<file path="src/rtl/program_loader_if.sv">
// ============================================================================
// Module   : program_loader_if
// Brief    : Byte-stream input and ROM write/CPU control bundle of the loader.
// Revision : 1.0 - initial release
// ============================================================================
`default_nettype none

interface program_loader_if #(
    parameter int ADDR_WIDTH = 12
);
    logic [7:0]            rx_data;
    logic                  rx_valid;
    logic                  rom_wren;
    logic [ADDR_WIDTH-1:0] rom_address;
    logic [31:0]           rom_write_data;
    logic                  cpu_reset_n;
    logic                  loading;
    logic                  done;
    logic                  error;

    // Byte source / ROM / CPU side.
    modport master (
        output rx_data,
        output rx_valid,
        input  rom_wren,
        input  rom_address,
        input  rom_write_data,
        input  cpu_reset_n,
        input  loading,
        input  done,
        input  error
    );

    // Loader side.
    modport slave (
        input  rx_data,
        input  rx_valid,
        output rom_wren,
        output rom_address,
        output rom_write_data,
        output cpu_reset_n,
        output loading,
        output done,
        output error
    );
endinterface

`default_nettype wire

</file>
<file path="src/rtl/program_loader.sv">
// ============================================================================
// Module   : program_loader
// Brief    : Boot loader assembling a length-prefixed LE byte stream into
//            instruction-ROM words; holds the CPU in reset until complete.
// Revision : 1.0 - initial release
// ============================================================================
`default_nettype none

module program_loader #(
    parameter int ADDR_WIDTH = 12
) (
    input  wire logic       clk,
    input  wire logic       reset_n,
    program_loader_if.slave bus
);
    localparam int          c_word_w   = ADDR_WIDTH - 2;
    localparam int          c_len_w    = ADDR_WIDTH - 1;
    localparam logic [31:0] c_capacity = 32'(1) << c_word_w;

    typedef enum logic [1:0] {
        S_RECV_LEN  = 2'd0,
        S_RECV_DATA = 2'd1,
        S_DONE      = 2'd2,
        S_ERROR     = 2'd3
    } state_t;

    state_t                r_state;
    logic [23:0]           r_shift;
    logic [1:0]            r_byte_cnt;
    logic [c_word_w-1:0]   r_word_cnt;
    logic [c_len_w-1:0]    r_len;
    logic                  r_rom_wren;
    logic [ADDR_WIDTH-1:0] r_rom_address;
    logic [31:0]           r_rom_write_data;
    logic                  r_cpu_reset_n;
    logic                  r_loading;
    logic                  r_done;
    logic                  r_error;

    logic [31:0] w_word;
    logic        w_word_done;
    logic        w_last_word;

    // Only the upper three bytes of history are kept; the incoming byte completes the word.
    assign w_word      = {bus.rx_data, r_shift};
    assign w_word_done = bus.rx_valid && (r_byte_cnt == 2'd3);
    assign w_last_word = ({1'b0, r_word_cnt} == (r_len - c_len_w'(1)));

    always_ff @(posedge clk or negedge reset_n) begin
        if (!reset_n) begin
            r_state          <= S_RECV_LEN;
            r_shift          <= '0;
            r_byte_cnt       <= '0;
            r_word_cnt       <= '0;
            r_len            <= '0;
            r_rom_wren       <= 1'b0;
            r_rom_address    <= '0;
            r_rom_write_data <= '0;
            r_cpu_reset_n    <= 1'b0;
            r_loading        <= 1'b0;
            r_done           <= 1'b0;
            r_error          <= 1'b0;
        end else begin
            r_rom_wren <= 1'b0;
            if (bus.rx_valid && (r_state == S_RECV_LEN || r_state == S_RECV_DATA)) begin
                r_shift    <= w_word[31:8];
                r_byte_cnt <= r_byte_cnt + 2'd1;
            end
            case (r_state)
                S_RECV_LEN: begin
                    r_loading <= 1'b1;
                    if (w_word_done) begin
                        r_len <= w_word[c_len_w-1:0];
                        if (w_word == 32'd0) begin
                            // Empty program: release the CPU straight away.
                            r_state       <= S_DONE;
                            r_loading     <= 1'b0;
                            r_done        <= 1'b1;
                            r_cpu_reset_n <= 1'b1;
                        end else if (w_word > c_capacity) begin
                            r_state   <= S_ERROR;
                            r_loading <= 1'b0;
                            r_error   <= 1'b1;
                        end else begin
                            r_state <= S_RECV_DATA;
                        end
                    end
                end
                S_RECV_DATA: begin
                    r_loading <= 1'b1;
                    if (w_word_done) begin
                        r_rom_wren       <= 1'b1;
                        r_rom_address    <= {r_word_cnt, 2'b00};
                        r_rom_write_data <= w_word;
                        r_word_cnt       <= r_word_cnt + 1'b1;
                        if (w_last_word) begin
                            r_state   <= S_DONE;
                            r_loading <= 1'b0;
                        end
                    end
                end
                S_DONE: begin
                    r_loading     <= 1'b0;
                    r_done        <= 1'b1;
                    r_cpu_reset_n <= 1'b1;
                end
                S_ERROR: begin
                    r_loading     <= 1'b0;
                    r_error       <= 1'b1;
                    r_cpu_reset_n <= 1'b0;
                end
                default: r_state <= S_ERROR;
            endcase
        end
    end

    assign bus.rom_wren       = r_rom_wren;
    assign bus.rom_address    = r_rom_address;
    assign bus.rom_write_data = r_rom_write_data;
    assign bus.cpu_reset_n    = r_cpu_reset_n;
    assign bus.loading        = r_loading;
    assign bus.done           = r_done;
    assign bus.error          = r_error;

endmodule

`default_nettype wire

</file>
<file path="src/flat_wrapper.sv">
// flat-port wrapper written by rule: the top's interface ports become plain ports
module program_loader_flat 
#(
    parameter int ADDR_WIDTH = 12
)
  (clk, reset_n, bus_rx_data, bus_rx_valid, bus_rom_wren, bus_rom_address, bus_rom_write_data, bus_cpu_reset_n, bus_loading, bus_done, bus_error);
  program_loader_if #(.ADDR_WIDTH(ADDR_WIDTH)) bus_i ();
  input  wire logic clk;
  input  wire logic reset_n;
  input wire logic [$bits(bus_i.rx_data)-1:0] bus_rx_data;
  input wire logic [$bits(bus_i.rx_valid)-1:0] bus_rx_valid;
  output wire logic [$bits(bus_i.rom_wren)-1:0] bus_rom_wren;
  output wire logic [$bits(bus_i.rom_address)-1:0] bus_rom_address;
  output wire logic [$bits(bus_i.rom_write_data)-1:0] bus_rom_write_data;
  output wire logic [$bits(bus_i.cpu_reset_n)-1:0] bus_cpu_reset_n;
  output wire logic [$bits(bus_i.loading)-1:0] bus_loading;
  output wire logic [$bits(bus_i.done)-1:0] bus_done;
  output wire logic [$bits(bus_i.error)-1:0] bus_error;
  assign bus_i.rx_data = bus_rx_data;
  assign bus_i.rx_valid = bus_rx_valid;
  assign bus_rom_wren = bus_i.rom_wren;
  assign bus_rom_address = bus_i.rom_address;
  assign bus_rom_write_data = bus_i.rom_write_data;
  assign bus_cpu_reset_n = bus_i.cpu_reset_n;
  assign bus_loading = bus_i.loading;
  assign bus_done = bus_i.done;
  assign bus_error = bus_i.error;
  program_loader #(.ADDR_WIDTH(ADDR_WIDTH)) u_core (.clk(clk), .reset_n(reset_n), .bus(bus_i));
endmodule
</file>
<file path="config.mk">
export PLATFORM = sky130hd
export DESIGN_NAME = program_loader_flat
export DESIGN_NICKNAME = d
export VERILOG_FILES = /design/src/rtl/program_loader_if.sv /design/src/rtl/program_loader.sv /design/src/flat_wrapper.sv
export SDC_FILE = /design/constraint.sdc
export NUM_CORES = 1
export LEC_CHECK = 0
export ABC_AREA = 1
export CAP_MARGIN = 20
export CORE_MARGIN = 2
export CORE_UTILIZATION = 65
export DETAILED_ROUTE_END_ITERATION = 8
export DONT_BUFFER_PORTS = 1
export GPL_ROUTABILITY_DRIVEN = 0
export PLACE_DENSITY = 0.85
export SLEW_MARGIN = 20
export SYNTH_ARGS = -nofsm -noshare
export SYNTH_HDL_FRONTEND = slang
export SYNTH_SLANG_ARGS = --single-unit
</file>
<file path="constraint.sdc">
create_clock -name clk -period 2.95 [get_ports clk]
set_clock_uncertainty 0.15 [all_clocks]
set_input_delay 0.59 -clock clk [delete_from_list [all_inputs] [get_ports clk]]
set_output_delay 0.59 -clock clk [all_outputs]
set_load 0.005 [all_outputs]
</file>
### Word-level counts from Yosys, hierarchy flattened

Cells that the tools add are included.

| operators by class | value |
|---|---|
| add/subtract/negate cells | 3 |
| order comparisons | 1 |
| equal/unequal tests | 11 |
| mux-type cells | 22 |
| reduce and logical (&&, ||, !) cells | 16 |

Operator list:

| cell | number |
|---|---|
| 32-bit by 11-bit > comparator with 1-bit output, second input constant | 1 |
| 32-bit logical NOT | 1 |
| 1-bit 2-to-1 mux | 12 |
| 10-bit by 11-bit == test with 1-bit output | 1 |
| 11-bit by 1-bit subtractor with 11-bit output, second input constant | 1 |
| 10-bit by 1-bit adder with 10-bit output, second input constant | 1 |
| 2-bit 2-to-1 mux | 5 |
| 4-bit AND reduction | 2 |
| 2-bit == test, second input constant | 3 |
| 2-bit by 1-bit inequality test with 1-bit output, second input constant | 3 |
| 2-bit inequality test, second input constant | 3 |
| 1-bit case mux with 3 select lines | 2 |
| 3-bit AND reduction | 2 |
| 2-bit nonzero test | 3 |
| 1-bit case mux with 2 select lines | 2 |
| 2-bit case mux with 2 select lines | 1 |
| 2-bit AND reduction | 2 |
| 3-bit nonzero test | 1 |
| 2-bit by 1-bit adder with 2-bit output, second input constant | 1 |
| 2-bit by 1-bit == test with 1-bit output, second input constant | 1 |
| 1-bit logical AND | 2 |
| 2-bit logical NOT | 1 |
| 2-bit OR reduction | 1 |
| 1-bit logical OR | 1 |

| word-level totals | value |
|---|---|
| register bits after elaboration | 96 |
| bits of input ports | 11 |
| output and inout port bits | 49 |
| logic and storage cells | 65 |

### Depth between registers and ports, before layout

Gate-level depths: netlist of run 1.

| logic depth | value |
|---|---|
| depth in word-level cells | 5 |
| depth in mapped cells | 14 |
| gate-level depth less buffers | 14 |

### Least setup slack after synthesis of run 1

OpenSTA, ideal clock, no wires.

| path | value |
|---|---|
| path type | input -> register |
| from | in bus_rx_valid |
| to | reg u_core.r_word_cnt[8] |
| library setup time | 0.123 ns |
| data arrival time | 1.479 ns |
| data required time | 2.677 ns |
| setup slack | 1.198 ns |
| stages | 8 |
| buffers on the path | 0 |
| cells stage by stage | nand2_2 > nor2_8 > inv_6 > nor2_8 > nand3_4 > nor3_4 > nand3_2 > xor2_1 |

| on the way | value |
|---|---|
| cells in the longest elaborated chain, start to end | 2 |

RTL lines:

| what | line | text |
|---|---|---|
| start: declaration | flat_wrapper.sv:11 | `input wire logic [$bits(bus_i.rx_valid)-1:0] bus_rx_valid;` |
| 1-bit logical AND | program_loader.sv:46 | `assign w_word_done = bus.rx_valid && (r_byte_cnt == 2'd3);` |
| 2-bit AND reduction (no line) | -- |  |
| end signal: assignment | program_loader.sv:95 | `r_word_cnt <= r_word_cnt + 1'b1;` |
| end: declaration | program_loader.sv:30 | `logic [c_word_w-1:0] r_word_cnt;` |

Every way passes these cells.
A chain may end at the register's enable or synchronous reset.

### Worst setup path in the final report of run 1

| path | value |
|---|---|
| from | reg u_core.r_byte_cnt[0] |
| to | reg u_core.r_word_cnt[8] |

| on the way | value |
|---|---|
| cells in the longest elaborated chain, start to end | 3 |

RTL lines:

| what | line | text |
|---|---|---|
| start: declaration | program_loader.sv:29 | `logic [1:0] r_byte_cnt;` |
| start signal: assignment | program_loader.sv:67 | `r_byte_cnt <= r_byte_cnt + 2'd1;` |
| 2-bit == test | program_loader.sv:46 |  |
| 1-bit logical AND | program_loader.sv:46 |  |
| 2-bit AND reduction (no line) | -- |  |

Every way passes these cells.

==> results of run 1 <==
through the flow:
stage / util (%) / hold WS, ns / instances
3_3_place_gp: 67.5 / 0.146 / 542
6_report: 70.6 / -0.230 / 557
4_1_cts: 70.6 / -0.248 / 557
5_1_grt: 70.6 / -0.248 / 557
2_1_floorplan: - / 0.144 / 482
3_5_place_dp: 67.5 / 0.146 / 542
cell families after synthesis:
group | synth area share [%]
and+or+nand+nor | 21.2
xor gates and xnor gates | 3.73
AOI/OAI and AO/OA | 9.94
adders and majority gates | 0.888
DFF | 56.8
buffers and inverters | 7.10
other | 0.0887
muxes | 0.266
synth_stat cells (all sizes together):
master and n:
o21ai 79, mux2 1, nor2 34, dfrtp 96, conb 1, nand3 16, ha 3, nand4 4
or2 2, xnor2 5, nand3b 1, nand2 138, xor2 13, and2 2, clkbuf 13, nor3 6
buf 5, a21oi 2, a21boi 2, inv 58
area by class of cell:
type / count / area, um2 / area share, %
inverters: 58 / 223 / 5.00
repair buffers: 1 / 7.51 / 0.169
clock buffers: 11 / 141 / 3.17
well taps: 77 / 96.3 / 2.16
flip-flops and latches: 96 / 2400 / 53.9
clock inverters: 4 / 53.8 / 1.21
multi-input cells: 310 / 1530 / 34.4
report_power, final:
group	switching (W)	leakage [nW]	total (W)	internal, W
Sequential	0.000290	1.21	0.00194	0.00165
Clock	0.000445	0.0920	0.000859	0.000414
Combinational	0.000368	0.963	0.000591	0.000223
cells in the final DEF, fill, tap and decap left out, drive strengths merged, types with 2 or more instances in the layout:
cell      instances
a21boi            2
a21oi             2
and2              2
clkbuf           11
clkinvlp          2
conb              2
dfrtp            96
ha                3
inv              59
nand2           138
nand3            16
nand4             4
nor2             34
nor3              6
o21ai            79
or2               2
xnor2             5
xor2             13
path summary, 6_finish.rpt:
check | to | slack [ns]
worst min register to register | u_core.r_shift[17] | 0.34
max in group asynchronous | u_core.bus.rom_write_data[18] | 2.73
min in group clk | u_core.r_shift[20] | 0.25
worst max register to register | u_core.r_word_cnt[8] | 0.90
worst max-delay path | u_core.r_word_cnt[8] | 0.90
worst min-delay path | u_core.bus.rom_address[10] | -0.23
sequential cells by signal, summed over array words and instances (netlist names):
| signal | cells |
|---|---|
| u_core.bus.error | 1 |
| u_core.r_len | 11 |
| u_core.bus.loading | 1 |
| u_core.bus.cpu_reset_n | 1 |
| u_core.r_shift | 24 |
| u_core.bus.rom_address | 10 |
| u_core.r_state | 2 |
| u_core.r_word_cnt | 10 |
| u_core.bus.rom_wren | 1 |
| u_core.bus.rom_write_data | 32 |
| u_core.bus.done | 1 |
| u_core.r_byte_cnt | 2 |
metal layers:
metal  share of wire (%)  track usage, %  vias up  routed length [um]
met5                   0               0        -                   0
met4                 1.7            11.7        0                 137
met3                 5.0            5.90       13                 403
met2                  50            39.9       79                4000
met1                  43            30.8     1449                3470
li1                    -               -     1485                   -
==> results.md, run 1 <==
* Worst R2R Start: u_core.r_byte_cnt[0]
* Crit path launch: u_core.r_byte_cnt[0]
* Post-route ant nets at 0
* Area after DPL at 0.00426 mm2
* Post-route minimum period at 2.05 ns
* Synth Instances at 481
* CP Launch Type: flop
* Routed wire length at 8010 um
* Max cap viols at 0
* Die width at 84.7 um
* Die area at 0.00717 mm2
* Max-slew violation count at 0
* CTS root buf: clkbuf_8
* Total CTS buffers at 9
* Antenna cells at 0
* Port buffer count at 0
* CP Data Required Time at 3.04 ns
* Clk_lat worst skew at 0.35 ns
* Yosys reg bits at 96
* Clock sink count at 96
* Static Leak at 2.26 nW
* Layout overhead on the synthesized area at 5.33%
* Critical path type: flop to flop
* Crit path buf inv count at 1
* Htree depth at 3
* Crit end category: flop
* Critical Path AT at 2.15 ns
* Wirelength per Cell at 14.4 um
* Cell accounting for the most synthesized area: dfrtp_1
* Final worst slack at 0.898 ns
* Top delay family on crit path: simple AND/OR/NAND/NOR gates
* Setup-failing EPs final at 0
* RSZ-0062 raised after global routing: no
* Total power density per cell area at 761 mW/mm2
* Share of cells above drive strength 1 at 6.67%
* Core outline area at 0.00631 mm2
* Sequence of cells on the critical path: ha_1 > nand2_2 > nor2_8 > inv_6 > nor2_8 > nand3_4 > nor3_4 > nand3_2 > xor2_1
* Clock tree buffer depth at 2
* Initial antenna violation count at 0
* Layout Nets at 490
* DP Wirelength at 5580 um
* Post-synthesis cell area at 0.00423 mm2
* Slew @ Worst Pin at 0.619 ns
* Post-CTS setup buffers at 0
* Worst hold slack at -0.230 ns
* Filler instances at 496
* Slew headroom at 58.6%
* Post-DR vias/cell at 5.43
* IO Count at 60
* CP Depth at 9
* Status: finished, violations left
* Finished Cell Area at 0.00445 mm2
* Setup TNS at 0 ns
* Final Hold Viols at 96
* # rows at 29
* Pre-CTS setup slack at 0.880 ns
* Critical-path maximum fanout at 82
* Period Utilization, post-route at 69.6%
* Power Total at 0.00339 W
* Violated checks: hold timing
* CP dominant cell by count: nor2_8
* YS warnings at 0
* Seq/Total Area, Yosys at 56.8%
* Syn avg cell area at 8.79 um2
* Die Y-Extent at 84.7 um
* Gr usage total at 24.4%
* Critical-path top delay cell: dfrtp_1
* Synth area leaders: dfrtp_1, nand2_1, o21ai_0
* Reg clk slew, reported paths at 0.09 ns
* Vias in the first global route at 3009
* CTS tree: built
* Hold WC Path Type: primary input to asynchronous set/reset pin
* Grt total ovfl at 0
* Vias at 3026
* Initial Utilization at 67.0%
* Synth unique cells at 34
* Fmax at 487 MHz
* CP peak stage delay at 0.39 ns
* Drt drc at 0
* Largest net degree at the start of global routing at 97
* Maximum VDD drop at 0.000521 V
* Share of the synthesized area in the top cell type at 56.8%
* First-pass GRT wire length at 13800 um
* CTS resizes at 0
* Detailed router's first-iteration violation count at 176
* Register-to-Register Path Depth at 9
* Pre-antenna DRT Iters at 5
No activity file was read; power rests on OpenSTA's default activity.
==> run 2, diff against run 1 <==
--- a/config.mk
+++ b/config.mk
@@ -8,11 +8,11 @@
 export ABC_AREA = 1
 export CAP_MARGIN = 20
 export CORE_MARGIN = 2
-export CORE_UTILIZATION = 65
+export CORE_UTILIZATION = 63
 export DETAILED_ROUTE_END_ITERATION = 8
 export DONT_BUFFER_PORTS = 1
 export GPL_ROUTABILITY_DRIVEN = 0
-export PLACE_DENSITY = 0.85
+export PLACE_DENSITY = 0.83
 export SLEW_MARGIN = 20
 export SYNTH_ARGS = -nofsm -noshare
 export SYNTH_HDL_FRONTEND = slang
==> constraint.sdc (replaced) <==
create_clock -name clk -period 2 [get_ports clk]
set_clock_uncertainty 0.15 [all_clocks]
set_input_delay 0.4 -clock clk [delete_from_list [all_inputs] [get_ports clk]]
set_output_delay 0.4 -clock clk [all_outputs]
set_load 0.005 [all_outputs]
==> results.md, run 2 (synthesis gave the netlist of run 1 again) <==
* Critical Path AT at 1.94 ns (was 2.15 ns)
* Port buffer count at 0 (unchanged)
* Initial Utilization at 65.8% (was 67.0%)
* Area of the multi-input gates at 0.00154 mm2 (was 0.00153 mm2)
* Critical-path top delay cell: dfrtp_1 (unchanged)
* Fmax at 547 MHz (was 487 MHz)
* # rows at 29 (unchanged)
* CP dominant cell by count: nor2_1 (was nor2_8)
* DP Wirelength at 5710 um (was 5580 um)
* Crit end category: flop (unchanged)
* Power Total at 0.00493 W (was 0.00339 W)
* Core Util, Final at 70.0% (was 70.6%)
* Sequential share of power at 58.2% (was 57.3%)
* Layout Nets at 496 (was 490)
* Detailed router's first-iteration violation count at 182 (was 176)
* NetSw at 0.00163 W (was 0.00110 W)
* First-pass GRT wire length at 13800 um (about the same)
* Most frequent cells in the layout: nand2_1, dfrtp_1, o21ai_0 (unchanged)
* Pre-CTS setup slack at 0.179 ns (was 0.880 ns)
* Clock tree buffer depth at 2 (unchanged)
* Drt drc at 0 (unchanged)
* Placed Instances at 546 (was 542)
* Crit path launch: u_core.r_len[1] (was u_core.r_byte_cnt[0])
* Post-route minimum period at 1.83 ns (was 2.05 ns)
* Post-route ant nets at 0 (unchanged)
* Cell Int Power at 0.00330 W (was 0.00229 W)
* Clock sink count at 96 (unchanged)
* Violated checks: hold timing (unchanged)
* Grt total ovfl at 0 (unchanged)
* Setup TNS at 0 ns (unchanged)
* Clk_lat worst skew at 0.36 ns (was 0.35 ns)
* CP Data Required Time at 2.11 ns (was 3.04 ns)
* Sequential cell area at 0.00240 mm2 (unchanged)
* Max-slew violation count at 0 (unchanged)
* Die width at 85.9 um (was 84.7 um)
* Setup-failing EPs final at 0 (unchanged)
* Comb power frac at 18.2% (was 17.4%)
* Core outline area at 0.00642 mm2 (was 0.00631 mm2)
* Total CTS buffers at 9 (unchanged)
* Die Y-Extent at 85.9 um (was 84.7 um)
* CP Launch Type: flop (unchanged)
* Antenna cells at 0 (unchanged)
* Switch share at 33.1% (was 32.5%)
* Critical-path maximum fanout at 3 (was 82)
* Maximum VDD drop at 0.000808 V (was 0.000521 V)
* Final Hold Viols at 96 (unchanged)
* Period Utilization, post-route at 91.5% (was 69.6%)
* CP peak stage delay at 0.39 ns (about the same)
* Vias at 3041 (was 3026)
* Critical path type: flop to flop (unchanged)
* Final worst slack at 0.171 ns (was 0.898 ns)
* Sequence of cells on the critical path: inv_1 > ha_2 > nor2_1 > nor2_1 > nand2_1 > nor2_1 > nand2_1 > nor2_1 > nand3_1 > o21ai_1 > nand2_1 (was ha_1 > nand2_2 > nor2_8 > inv_6 > nor2_8 > nand3_4 > nor3_4 > nand3_2 > xor2_1)
* Worst hold slack at -0.426 ns (was -0.230 ns)
* Pre-antenna DRT Iters at 4 (was 5)
* Share of cells above drive strength 1 at 8.85% (was 6.67%)
* IO Count at 60 (unchanged)
* Total power density per cell area at 1100 mW/mm2 (was 761 mW/mm2)
* Routed wire length at 8140 um (was 8010 um)
* Filler instances at 508 (was 496)
* Max FFs per register at 32 (unchanged)
* Vias in the first global route at 2952 (was 3009)
* CTS root buf: clkbuf_8 (unchanged)
* Status: finished, violations left (unchanged)
* Initial antenna violation count at 0 (unchanged)
* Hold WC Path Type: primary input to asynchronous set/reset pin (unchanged)
* Non-filler instance count after layout at 563 (was 557)
* Wirelength per Cell at 14.5 um (was 14.4 um)
* Clk pwr share at 23.7% (was 25.3%)
* Layout overhead on the synthesized area at 6.27% (was 5.33%)
* Htree depth at 3 (unchanged)
* CTS tree: built (unchanged)
* Largest net degree at the start of global routing at 97 (unchanged)
* Die area at 0.00738 mm2 (was 0.00717 mm2)
* Reg clk slew, reported paths at 0.09 ns (about the same)
* Max cap viols at 0 (unchanged)
* Static Leak at 2.29 nW (was 2.26 nW)
* Most common cell after layout, fill and taps aside: nand2_1 (unchanged)
* Gr usage total at 24.1% (was 24.4%)
* Worst R2R Start: u_core.r_len[1] (was u_core.r_byte_cnt[0])
* Post-DR vias/cell at 5.40 (was 5.43)
==> run 2: routing by layer <==
metal | global-route usage, % | part of all wire, %
met5 | 0 | 0
met4 | 11.3 | 1.5
met3 | 5.00 | 4.2
met2 | 37.1 | 50
met1 | 33.2 | 45
==> run 2: power groups by stage <==
stage,clock (W),sequential [W],combinational [W]
after floorplan,0,0.00277,0.000761
after global placement,0,0.00289,0.000845
after detailed placement,0,0.00291,0.000896
after CTS,0.00119,0.00287,0.000903
after global routing,0.00126,0.00292,0.00106
final,0.00117,0.00287,0.000895
==> run 2: worst max-delay path: cells and delay by family (launching register included) <==
family	cells	cell delay (ns)
AND/OR/NAND/NOR	8	0.62
flip-flops	1	0.39
adder cells (fa/ha/maj)	1	0.32
AO/OA/AOI/OAI	1	0.17
buffers and inverters	1	0.07
==> run 2: final cells by class <==
cell class / instances / share of cell area, %
repair buffers: 7 / 1.17
inverters: 58 / 4.96
clock buffers: 11 / 3.37
clock inverters: 4 / 0.640
multi-input cells: 310 / 34.3
flip-flops and latches: 96 / 53.5
well taps: 77 / 2.14
==> run 2: metrics by stage <==
step,cell area [um2],hold slack [ns]
floorplan,4230,-0.0456
global placement,4290,-0.0434
detailed placement,4290,-0.0430
CTS,4470,-0.446
global route,4490,-0.445
finish,4490,-0.426
==> run 2: timing repair <==
item | in CTS | in global routing
endpoints found under the hold margin | 96 | 96
gates resized for setup | 0 | 4
setup endpoints to repair | 0 | 3
buffers inserted | 0 | 2
==> run 2: worst paths after layout <==
| path | to | slack [ns] | depth (start not counted) |
|---|---|---|---|
| setup / recovery | u_core.bus.loading | 0.17 | 11 |
| hold / removal | u_core.bus.rom_address[4] | -0.43 | 0 |
| setup reg to reg | u_core.bus.loading | 0.17 | 11 |
| hold reg to reg | u_core.r_shift[13] | 0.34 | 2 |
| max in group asynchronous | u_core.r_shift[1] | 1.98 | 0 |
| min in group clk | u_core.bus.rom_write_data[28] | 0.05 | 2 |
==> run 3, diff against run 2 <==
--- a/config.mk
+++ b/config.mk
@@ -12,7 +12,7 @@
 export DETAILED_ROUTE_END_ITERATION = 8
 export DONT_BUFFER_PORTS = 1
 export GPL_ROUTABILITY_DRIVEN = 0
-export PLACE_DENSITY = 0.83
+export PLACE_DENSITY = 0.84
 export SLEW_MARGIN = 20
 export SYNTH_ARGS = -nofsm -noshare
 export SYNTH_HDL_FRONTEND = slang
==> results.md, run 3 (synthesis gave the netlist of run 1 again) <==
* # rows at 29 (unchanged)
* Clock tree buffer depth at 2 (unchanged)
* Maximum VDD drop at 0.000627 V (was 0.000808 V)
* Die area at 0.00738 mm2 (unchanged)
* Clk_lat worst skew at 0.37 ns (was 0.36 ns)
* Status: finished, violations left (unchanged)
* DP Wirelength at 5880 um (was 5710 um)
* CTS root buf: clkbuf_8 (unchanged)
* Routed wire length at 8190 um (was 8140 um)
* Post-route ant nets at 0 (unchanged)
* NetSw at 0.00165 W (was 0.00163 W)
* Period Utilization, post-route at 91.4% (was 91.5%)
* Fmax at 547 MHz (about the same)
* Power Total at 0.00508 W (was 0.00493 W)
* Critical path type: flop to flop (unchanged)
* Placed Instances at 547 (was 546)
* Critical-path maximum fanout at 4 (was 3)
* Die Y-Extent at 85.9 um (unchanged)
* Most common cell after layout, fill and taps aside: nand2_1 (unchanged)
* Final Hold Viols at 96 (unchanged)
* Total power density per cell area at 1130 mW/mm2 (was 1100 mW/mm2)
* Setup-failing EPs final at 0 (unchanged)
* Share of cells above drive strength 1 at 8.44% (was 8.85%)
* Violated checks: hold timing (unchanged)
* Setup TNS at 0 ns (unchanged)
* Post-DR vias/cell at 5.47 (was 5.40)
* Area after DPL at 0.00430 mm2 (was 0.00429 mm2)
* Total CTS buffers at 9 (unchanged)
* Antenna cells at 0 (unchanged)
* Static Leak at 2.30 nW (was 2.29 nW)
* Critical Path AT at 1.98 ns (was 1.94 ns)
* Detailed router's first-iteration violation count at 141 (was 182)
* Htree depth at 3 (unchanged)
* Layout overhead on the synthesized area at 6.66% (was 6.27%)
* Sequential share of power at 56.4% (was 58.2%)
* Crit end category: flop (unchanged)
* Most frequent cells in the layout: nand2_1, dfrtp_1, o21ai_0 (unchanged)
* Clock sink count at 96 (unchanged)
* Gr usage total at 24.5% (was 24.1%)
* Wirelength per Cell at 14.5 um (about the same)
* Core outline area at 0.00642 mm2 (unchanged)
* Grt total ovfl at 0 (unchanged)
* Vias in the first global route at 3009 (was 2952)
* Vias at 3081 (was 3041)
* Reg clk slew, reported paths at 0.09 ns (about the same)
* Max FFs per register at 32 (unchanged)
* Post-route minimum period at 1.83 ns (about the same)
* Clk pwr share at 25.8% (was 23.7%)
* Non-filler instance count after layout at 563 (unchanged)
* Max-slew violation count at 0 (unchanged)
* Finished Cell Area at 0.00451 mm2 (was 0.00449 mm2)
* Worst hold slack at -0.427 ns (was -0.426 ns)
* CP Data Required Time at 2.15 ns (was 2.11 ns)
* First-pass GRT wire length at 13900 um (was 13800 um)
* Hold WC Path Type: primary input to asynchronous set/reset pin (unchanged)
* Port buffer count at 0 (unchanged)
* Cell Int Power at 0.00343 W (was 0.00330 W)
* Switch share at 32.5% (was 33.1%)
* Die width at 85.9 um (unchanged)
* Initial Utilization at 65.8% (unchanged)
* CP Launch Type: flop (unchanged)
* Post-CTS setup buffers at 0 (unchanged)
* Layout Nets at 495 (was 496)
* Initial antenna violation count at 0 (unchanged)
* CTS tree: built (unchanged)
* Largest net degree at the start of global routing at 97 (unchanged)
* Pre-antenna DRT Iters at 5 (was 4)
* Max cap viols at 0 (unchanged)
* Drt drc at 0 (unchanged)
* IO Count at 60 (unchanged)
* Comb power frac at 17.8% (was 18.2%)
run 3: cell types whose count changed in the layout (fill, tap and decap cells not counted), sizes merged:
cell,delta
buf,-1
bufinv,+1
clkbuf,+1
clkinvlp,-1
run 3: cell type report:
cell class	instances	area [um2]
clock buffer	12	155
multi-input combinational	310	1540
clock inverter	4	51.3
sequential	96	2400
tap	77	96.3
fill	483	1910
timing repair buffer	6	45.0
inverter	58	223
run 3: stage by stage:
step / setup WS (ns) / util, % / hold slack, ns
2_1_floorplan: 0.320 / - / -0.0456
3_3_place_gp: 0.261 / 66.9 / -0.0434
3_5_place_dp: 0.146 / 66.9 / -0.0435
4_1_cts: 0.121 / 70.1 / -0.441
5_1_grt: -0.0107 / 70.2 / -0.453
6_report: 0.172 / 70.2 / -0.427
run 3: power groups by stage:
stage	logic (W)	registers (W)	clock network [W]
global route	0.00107	0.00293	0.00141
global placement	0.000847	0.00289	0
detailed placement	0.000916	0.00291	0
floorplan	0.000761	0.00277	0
CTS	0.000918	0.00288	0.00132
finish	0.000903	0.00287	0.00131
run 3: final timing paths:
kind                                           start  cells after the start                        end  slack, ns
worst max register to register       u_core.r_len[0]                     12          u_core.r_state[1]       0.17
worst max-delay path                 u_core.r_len[0]                     12          u_core.r_state[1]       0.17
worst min register to register  u_core.r_byte_cnt[0]                      1       u_core.r_byte_cnt[0]       0.34
min in group clk                      bus_rx_data[6]                      2         u_core.r_shift[22]       0.05
max in group asynchronous                    reset_n                      0           u_core.r_len[10]       1.97
worst min-delay path                         reset_n                      0  u_core.bus.rom_address[9]      -0.43
run 3: routing by layer:
layer	wire length [um]	global-route usage, %	up-vias
met2	4090	40.1	93
met5	0	0	-
met3	432	5.97	17
li1	-	-	1504
met1	3510	31.4	1467
met4	152	10.2	0
run 3: worst max-delay path: stages, from the launching register on:
cell,delay [ns]
dfrtp_1,0.41
inv_1,0.08
ha_1,0.22
nand2_2,0.11
nor2_2,0.11
nand2_1,0.06
nand2_1,0.05
nand2_1,0.05
nor2_1,0.11
nand3_1,0.13
nor2_2,0.13
nor2_1,0.06
nor2_1,0.09
run 3: timing repair:
item                                   4_1_cts  5_1_grt
resized for setup                            0        4
endpoints found under the hold margin       96       96
setup endpoints to repair                    0        3
